$ cat src/rtl/cnn_layer_sequencer.sv
// Sequences NUM_LAYERS engines with start/done handshakes, per-layer bypass, batches, watchdog and abort.
// Outputs registered one cycle after the state that produces them; layer engines backpressure by withholding done.
module cnn_layer_sequencer #(
    parameter int NUM_LAYERS = 3,
    parameter int DATA_W     = 32,
    parameter int CNT_W      = 8,
    parameter int TIMEOUT    = 1024
) (
    input  logic                  clk,
    input  logic                  rst,
    input  logic                  enable,
    input  logic                  abort,
    input  logic [NUM_LAYERS-1:0] bypass_mask,
    input  logic [CNT_W-1:0]      batch_len,
    input  logic                  relu_en,
    output logic [NUM_LAYERS-1:0] layer_start,
    input  logic [NUM_LAYERS-1:0] layer_done,
    input  logic [DATA_W-1:0]     layer_result,
    output logic [DATA_W-1:0]     value,
    output logic                  value_valid,
    output logic [CNT_W-1:0]      img_index,
    output logic                  busy,
    output logic                  done,
    output logic                  timeout_err,
    output logic [((NUM_LAYERS > 1) ? $clog2(NUM_LAYERS) : 1)-1:0] err_layer
);

    localparam int IDX_W = (NUM_LAYERS > 1) ? $clog2(NUM_LAYERS) : 1;
    localparam int WD_W  = (TIMEOUT > 1) ? $clog2(TIMEOUT + 1) : 1;
    localparam bit WD_EN = (TIMEOUT != 0);

    typedef enum logic [2:0] {S_IDLE, S_START, S_WAIT, S_FIN, S_ERR} state_t;

    state_t                  state, state_nxt;
    logic [IDX_W-1:0]        idx, idx_nxt;
    logic [NUM_LAYERS-1:0]   mask_q, mask_nxt;
    logic [CNT_W-1:0]        blen_q, blen_nxt;
    logic                    relu_q, relu_nxt;
    logic [WD_W-1:0]         wd_cnt, wd_nxt;
    logic                    img_adv, img_adv_nxt;
    logic [NUM_LAYERS-1:0]   layer_start_nxt;
    logic [DATA_W-1:0]       value_nxt;
    logic                    value_valid_nxt;
    logic [CNT_W-1:0]        img_index_nxt;
    logic                    done_nxt;
    logic                    timeout_err_nxt;
    logic [IDX_W-1:0]        err_layer_nxt;

    logic [IDX_W-1:0]        first_in, first_q, next_q;
    logic                    has_next;
    logic                    last_img;

    // Lowest active layer of the incoming and latched masks, and next active layer above idx.
    always_comb begin
        first_in = '0;
        first_q  = '0;
        next_q   = '0;
        has_next = 1'b0;
        for (int i = NUM_LAYERS - 1; i >= 0; i--) begin
            if (!bypass_mask[i]) first_in = IDX_W'(i);
            if (!mask_q[i]) first_q = IDX_W'(i);
            if (!mask_q[i] && (i > int'(idx))) begin
                next_q   = IDX_W'(i);
                has_next = 1'b1;
            end
        end
    end

    assign last_img = (blen_q == '0) || (img_index == blen_q - CNT_W'(1));

    always_comb begin
        state_nxt       = state;
        idx_nxt         = idx;
        mask_nxt        = mask_q;
        blen_nxt        = blen_q;
        relu_nxt        = relu_q;
        wd_nxt          = wd_cnt;
        img_adv_nxt     = img_adv;
        layer_start_nxt = '0;
        value_nxt       = value;
        value_valid_nxt = 1'b0;
        img_index_nxt   = img_index;
        done_nxt        = 1'b0;
        timeout_err_nxt = timeout_err;
        err_layer_nxt   = err_layer;

        case (state)
            S_IDLE: begin
                if (enable && !abort) begin
                    mask_nxt        = bypass_mask;
                    blen_nxt        = batch_len;
                    relu_nxt        = relu_en;
                    timeout_err_nxt = 1'b0;
                    img_index_nxt   = '0;
                    img_adv_nxt     = 1'b0;
                    idx_nxt         = first_in;
                    state_nxt       = (&bypass_mask) ? S_FIN : S_START;
                end
            end
            S_START: begin
                // The pulse is captured even when aborting: it was already issued.
                layer_start_nxt[idx] = 1'b1;
                if (abort) begin
                    state_nxt = S_IDLE;
                end else begin
                    wd_nxt = '0;
                    if (img_adv) begin
                        img_index_nxt = img_index + CNT_W'(1);
                        img_adv_nxt   = 1'b0;
                    end
                    state_nxt = S_WAIT;
                end
            end
            S_WAIT: begin
                if (abort) begin
                    state_nxt = S_IDLE;
                end else if (layer_done[idx]) begin
                    if (has_next) begin
                        idx_nxt   = next_q;
                        state_nxt = S_START;
                    end else begin
                        value_nxt       = (relu_q && layer_result[DATA_W-1]) ? '0 : layer_result;
                        value_valid_nxt = 1'b1;
                        if (last_img) begin
                            state_nxt = S_FIN;
                        end else begin
                            img_adv_nxt = 1'b1;
                            idx_nxt     = first_q;
                            state_nxt   = S_START;
                        end
                    end
                end else if (WD_EN && (wd_cnt == WD_W'(TIMEOUT - 1))) begin
                    timeout_err_nxt = 1'b1;
                    err_layer_nxt   = idx;
                    state_nxt       = S_ERR;
                end else begin
                    wd_nxt = wd_cnt + WD_W'(1);
                end
            end
            S_FIN, S_ERR: begin
                if (!abort) done_nxt = 1'b1;
                state_nxt = S_IDLE;
            end
            default: state_nxt = S_IDLE;
        endcase
    end

    always_ff @(posedge clk or posedge rst) begin
        if (rst) begin
            state       <= S_IDLE;
            idx         <= '0;
            mask_q      <= '0;
            blen_q      <= '0;
            relu_q      <= 1'b0;
            wd_cnt      <= '0;
            img_adv     <= 1'b0;
            layer_start <= '0;
            value       <= '0;
            value_valid <= 1'b0;
            img_index   <= '0;
            busy        <= 1'b0;
            done        <= 1'b0;
            timeout_err <= 1'b0;
            err_layer   <= '0;
        end else begin
            state       <= state_nxt;
            idx         <= idx_nxt;
            mask_q      <= mask_nxt;
            blen_q      <= blen_nxt;
            relu_q      <= relu_nxt;
            wd_cnt      <= wd_nxt;
            img_adv     <= img_adv_nxt;
            layer_start <= layer_start_nxt;
            value       <= value_nxt;
            value_valid <= value_valid_nxt;
            img_index   <= img_index_nxt;
            busy        <= (state_nxt != S_IDLE);
            done        <= done_nxt;
            timeout_err <= timeout_err_nxt;
            err_layer   <= err_layer_nxt;
        end
    end

endmodule
$ cat config.mk
export PLATFORM = sky130hd
export DESIGN_NAME = cnn_layer_sequencer
export DESIGN_NICKNAME = d
export VERILOG_FILES = /design/src/rtl/cnn_layer_sequencer.sv
export SDC_FILE = /design/constraint.sdc
export NUM_CORES = 1
export LEC_CHECK = 0
export ABC_AREA = 1
export CORE_ASPECT_RATIO = 0.7
export CORE_MARGIN = 8
export CORE_UTILIZATION = 40
export CTS_CLUSTER_SIZE = 10
export DETAILED_ROUTE_END_ITERATION = 16
export GPL_TIMING_DRIVEN = 0
export PLACE_DENSITY = 0.76
export SETUP_SLACK_MARGIN = 0.02
export SLEW_MARGIN = 20
export SYNTH_ARGS = -nofsm -noshare
export SYNTH_HDL_FRONTEND = slang
export SYNTH_SLANG_ARGS = --single-unit
$ cat constraint.sdc
create_clock -name clk -period 3.2 [get_ports clk]
set_clock_uncertainty 0.2 [all_clocks]
set_input_delay 0.64 -clock clk [delete_from_list [all_inputs] [get_ports clk]]
set_output_delay 0.64 -clock clk [all_outputs]
set_load 0.02 [all_outputs]
* After elaboration in Yosys (flattened, before gate mapping)
Cells that the tools add are included.
Word-level totals: bits of input ports 51, memories kept 0, latch bits 0, output and inout bits 49, register bits after elaboration 78, word-level logic and storage cells 125, bits in read-only memories 0, RAM bits 0
Operators by class: magnitude comparators 4, reduce and logical (&&, ||, !) cells 26, bitwise operators 3, add/sub/neg operators 3, muxes and demuxes 57, shift-type cells 0, equal/unequal tests 17, divide/modulo/power cells 0, $mul 0
Operator list (number):
- $mux W11 | 4
- $mux W2 | 17
- $mux W32 | 1
- $mux W8 | 3
- $pmux W11 S2 | 1
- $ne A2 B2 Y1 const B | 10
- $mux W1 | 19
- $pmux W8 S2 | 1
- $mux W3 | 5
- $reduce_and A5 Y1 | 3
- $reduce_and A4 Y1 | 3
- $add A11 B1 Y11 const B | 1
- $eq A11 B10 Y1 const B | 1
- $pmux W3 S3 | 1
- $add A8 B1 Y8 const B | 1
- $eq A8 B8 Y1 | 1
- $logic_not A8 Y1 | 1
- $sub A8 B1 Y8 const B | 1
- $reduce_and A7 Y1 | 1
- $eq A3 B2 Y1 const B | 2
- $reduce_bool A2 Y1 | 3
- $reduce_bool A3 Y1 | 2
- $logic_and A1 B1 Y1 | 5
- $pmux W2 S2 | 1
- 18 further kinds | 22

* Longest topological paths before layout
depth after elaboration 9, gate-level depth with buffers 17, depth with buffers taken out 17

* Least setup slack after synthesis
No wires, ideal clock.
path kind input to register, start in abort, end reg img_index[6], setup slack 1062 ps, path buffers 1, data required time 2867 ps, library setup time 133 ps, arrival 1805 ps, stages on the path 12, path through buf_6 clkinv_2 nand2_2 nor3_4 inv_2 nand2_4 nand2_2 nor2_2 nand2_2 nor2_2 and3_1 nor3_2
On the way: longest elaborated chain between the ends 4, elaborated cells between the ends (all ways) 5, classes of those cells eq/ne (2); reduce/logical (3)
Ends and longest elaborated chain:
- start: declaration | RTL line 12 | input logic abort,
- $logic_not A1 Y1
- $logic_and A1 B1 Y1 | RTL line 89 | if (enable && !abort) begin
- $ne A2 B2 Y1 (no source line)
- $reduce_and A4 Y1 (no source line) *
- end signal: assignment | RTL line 176 | img_index <= img_index_nxt;
- end: declaration | RTL line 21 | output logic [CNT_W-1:0] img_index,
Mark *: on every way between the ends. The rest lies on a longest branch, timed or not. A chain may end at the register's enable or synchronous reset.

* Final worst setup path
start in enable, end reg img_index[6]
On the way: longest elaborated chain between the ends 3
Ends and longest elaborated chain:
- start: declaration | RTL line 11 | input logic enable,
- $logic_and A1 B1 Y1 | RTL line 89
- $ne A2 B2 Y1 (no source line)
- $reduce_and A4 Y1 (no source line)
Every way passes these cells.

==> flow_summary.toml <==
[worst_setup_path]
crit_fanout = 8
critPathRequiredTime_ns = 3.20
r2r_cells = 15
worst_setup_path_end_kind = "flip-flop"
worst_ep_arrival_time_ns = 2.44
worstSetupStartpointType = "input pin"
crit_type = "in -> reg"

[sta]
hold_ws_ns = 0.286
max_freq_mhz = 410
slew_violations = 0
period_needed_ns = 2.44
worst_slew_pin_slew_ns = 0.545
setup_tns_ns = 0
slew_headroom_pct = 63.3
rsz0062_at_grt = "false"
fin_crit_sh_pct = 76.1
setup_viol = 0
hold_viol = 0
setup_slack_ns = 0.763

[global_routing]
overflow = 0
grt_pass1_wl_um = 18700
grt_max_degree = 49
grtUsageMet3_pct = 9.55
top_usage_layer = "met2"
grtUsageMet2_pct = 26.4
antenna_found_initial = 0
met1_usage_pct = 21.0
grt_usage_pct = 17.4
first_global_vias = 3787

[cells_and_area]
drive_gt1_share_pct = 9.44
area_growth_pct = 36.9
multi_input_area_mm2 = 0.00170
fill_cells = 882
instances_no_fill = 732
nNetsFinal = 653
final-seq-area_mm2 = 0.00195
antennaDiodeCount = 0
final_util_pct = 55.9

[die]
coreArea_mm2 = 0.00961
die_width_um = 134
start_util_pct = 40.8
die-area_mm2 = 0.0133
rows = 30
io-pin-count = 100
fp.dieH_um = 98.9

[detailed_routing]
drc_errors = 0
num_vias = 3703
wl_per_cell_um = 15.1
ant_nets = 0
via_per_inst = 5.06
drtIter0Drc = 218
drtPass1Iterations = 4
wl_um = 11100

[clock_tree]
clk_latency_ns = 0.34
cts_buffers = 9
cts_setup_buffers = 0
cts_resized = 0
root_buffer = "clkbuf_16"
clk_pin_slew_ns = 0.06
htreeDepth = 3
clock_path_buffers = 2
clock-sinks = 78
cts_hold_repair.buffers = 0
cts_tree = "yes"

[yosys]
synthSimpleGateAreaFrac_pct = 29.8
synth_nets = 543
ys_warn_count = 0
synth.distinct_cells = 38
yosys-top-cells-area = "dfrtp_1 (50%), nand2_1 (12%), nand3_1 (7.4%)"
syn_inst = 489
synth_top_area_share_pct = 49.7
synth_edf_count = 0
synth_top_cell_by_area = "dfrtp_1"
synth.avg_cell_area_um2 = 8.03
synth_ff_type = "dfrtp_1"
synth_xor_area_share_pct = 1.56
synth-adder-area-share_pct = 0.956
synth_seq_area_share_pct = 49.7
synth_mux_area_share_pct = 0
synthMostInstantiatedCell = "nand2_1"
syn-cell-area_mm2 = 0.00393
synth_top_family_by_area = "simple AND/OR/NAND/NOR gates"
synth_common_cells = "nand2_1 (122), dfrtp_1 (78), nand3_1 (58)"
synth-compound-area-share_pct = 10.9
postSynth.asyncResetShare_pct = 100
synth-seq-cells = 78

[min_path]
hold_class = "reg -> reg"
hold-path-cell-count = 2

[outcome]
outcome = "completed"

[pwr]
power_per_cell_area_mw_per_mm2 = 673
p_leak_nw = 2.52
ir_worst_vdd_mv = 0.446

[flow_run]
maxCapViolations = 0

[placed_design]
dp_hpwl_um = 8290
dp.cells = 716
routabilityCongestion = 0.944
portBuffers = 98
pre_cts_slack_ns = 0.445
## worst max-delay path: stages
cell and delay (ns):
clkdlybuf4s50_1 0.50, nand2_2 0.08, nor3_4 0.39, inv_2 0.10, nand2_4 0.13, nand2_2 0.06, nor2_2 0.11, nand2_2 0.09
nor2_2 0.13, and3_1 0.19, nor3_2 0.04
## flip-flops by register name, summed over array words and instances, names as in the netlist
register     cells
err_layer        2
value           32
done             1
wd_cnt          11
idx              2
relu_q           1
busy             1
mask_q           3
layer_start      3
img_adv          1
timeout_err      1
state            3
img_index        8
value_valid      1
blen_q           8
## kinds of logic after synthesis
group	after synthesis
AOI/OAI and AO/OA	81
xor gates and xnor gates	7
adders and majority gates	3
buffers and inverters	66
DFF	78
and+or+nand+nor	254
## report_power, final
group / internal [mW] / switching [mW] / total (mW)
clock: 0.543 / 0.400 / 0.943
combinational: 0.545 / 0.770 / 1.32
sequential: 1.21 / 0.148 / 1.36
total: 2.30 / 1.32 / 3.62
## path summary, 6_finish.rpt
check	slack [ns]	startpoint	to
max in group asynchronous	1.76	rst	wd_cnt[5]
min reg2reg	0.29	value[20]	value[20]
min	0.29	value[20]	value[20]
max reg2reg	0.87	blen_q[0]	idx[0]
max	0.76	enable	img_index[6]
min in group asynchronous	0.46	rst	value[13]
## per-stage QoR
step | area (um^2) | total power, mW
floorplan | 3930 | 2.08
global placement | 5070 | 2.64
finish | 5370 | 3.62
global route | 5370 | 3.83
detailed placement | 5100 | 2.68
CTS | 5370 | 3.64
## area by class of cell
class | count | area share, %
plain buffers | 18 | 1.79
clock buffers | 10 | 4.45
clock inverters | 6 | 0.699
inverters | 48 | 3.42
multi-input cells | 345 | 31.6
flip-flops and latches | 78 | 36.3
well taps | 128 | 2.98
repair buffers | 99 | 18.8
## placed cells by master, fill, tap and decap left out, types with 5 or more instances in the layout
cell type and n:
nand2_1 122, inv_2 10, xor2_1 5, clkinv_2 5, inv_1 35, clkdlybuf4s50_1 98, a21oi_1 8, nor2_1 36
nor3_1 8, dfrtp_1 78, clkbuf_1 8, o21ai_0 26, nand3_1 58, clkbuf_16 9, nand4_1 6, o21ai_1 42
## routing by layer
metal	part of all wire, %	wire, um
met4	0.92	102
met5	0	0
met1	44	4830
met3	11	1270
met2	44	4860
(Power assumes the default switching activity.)
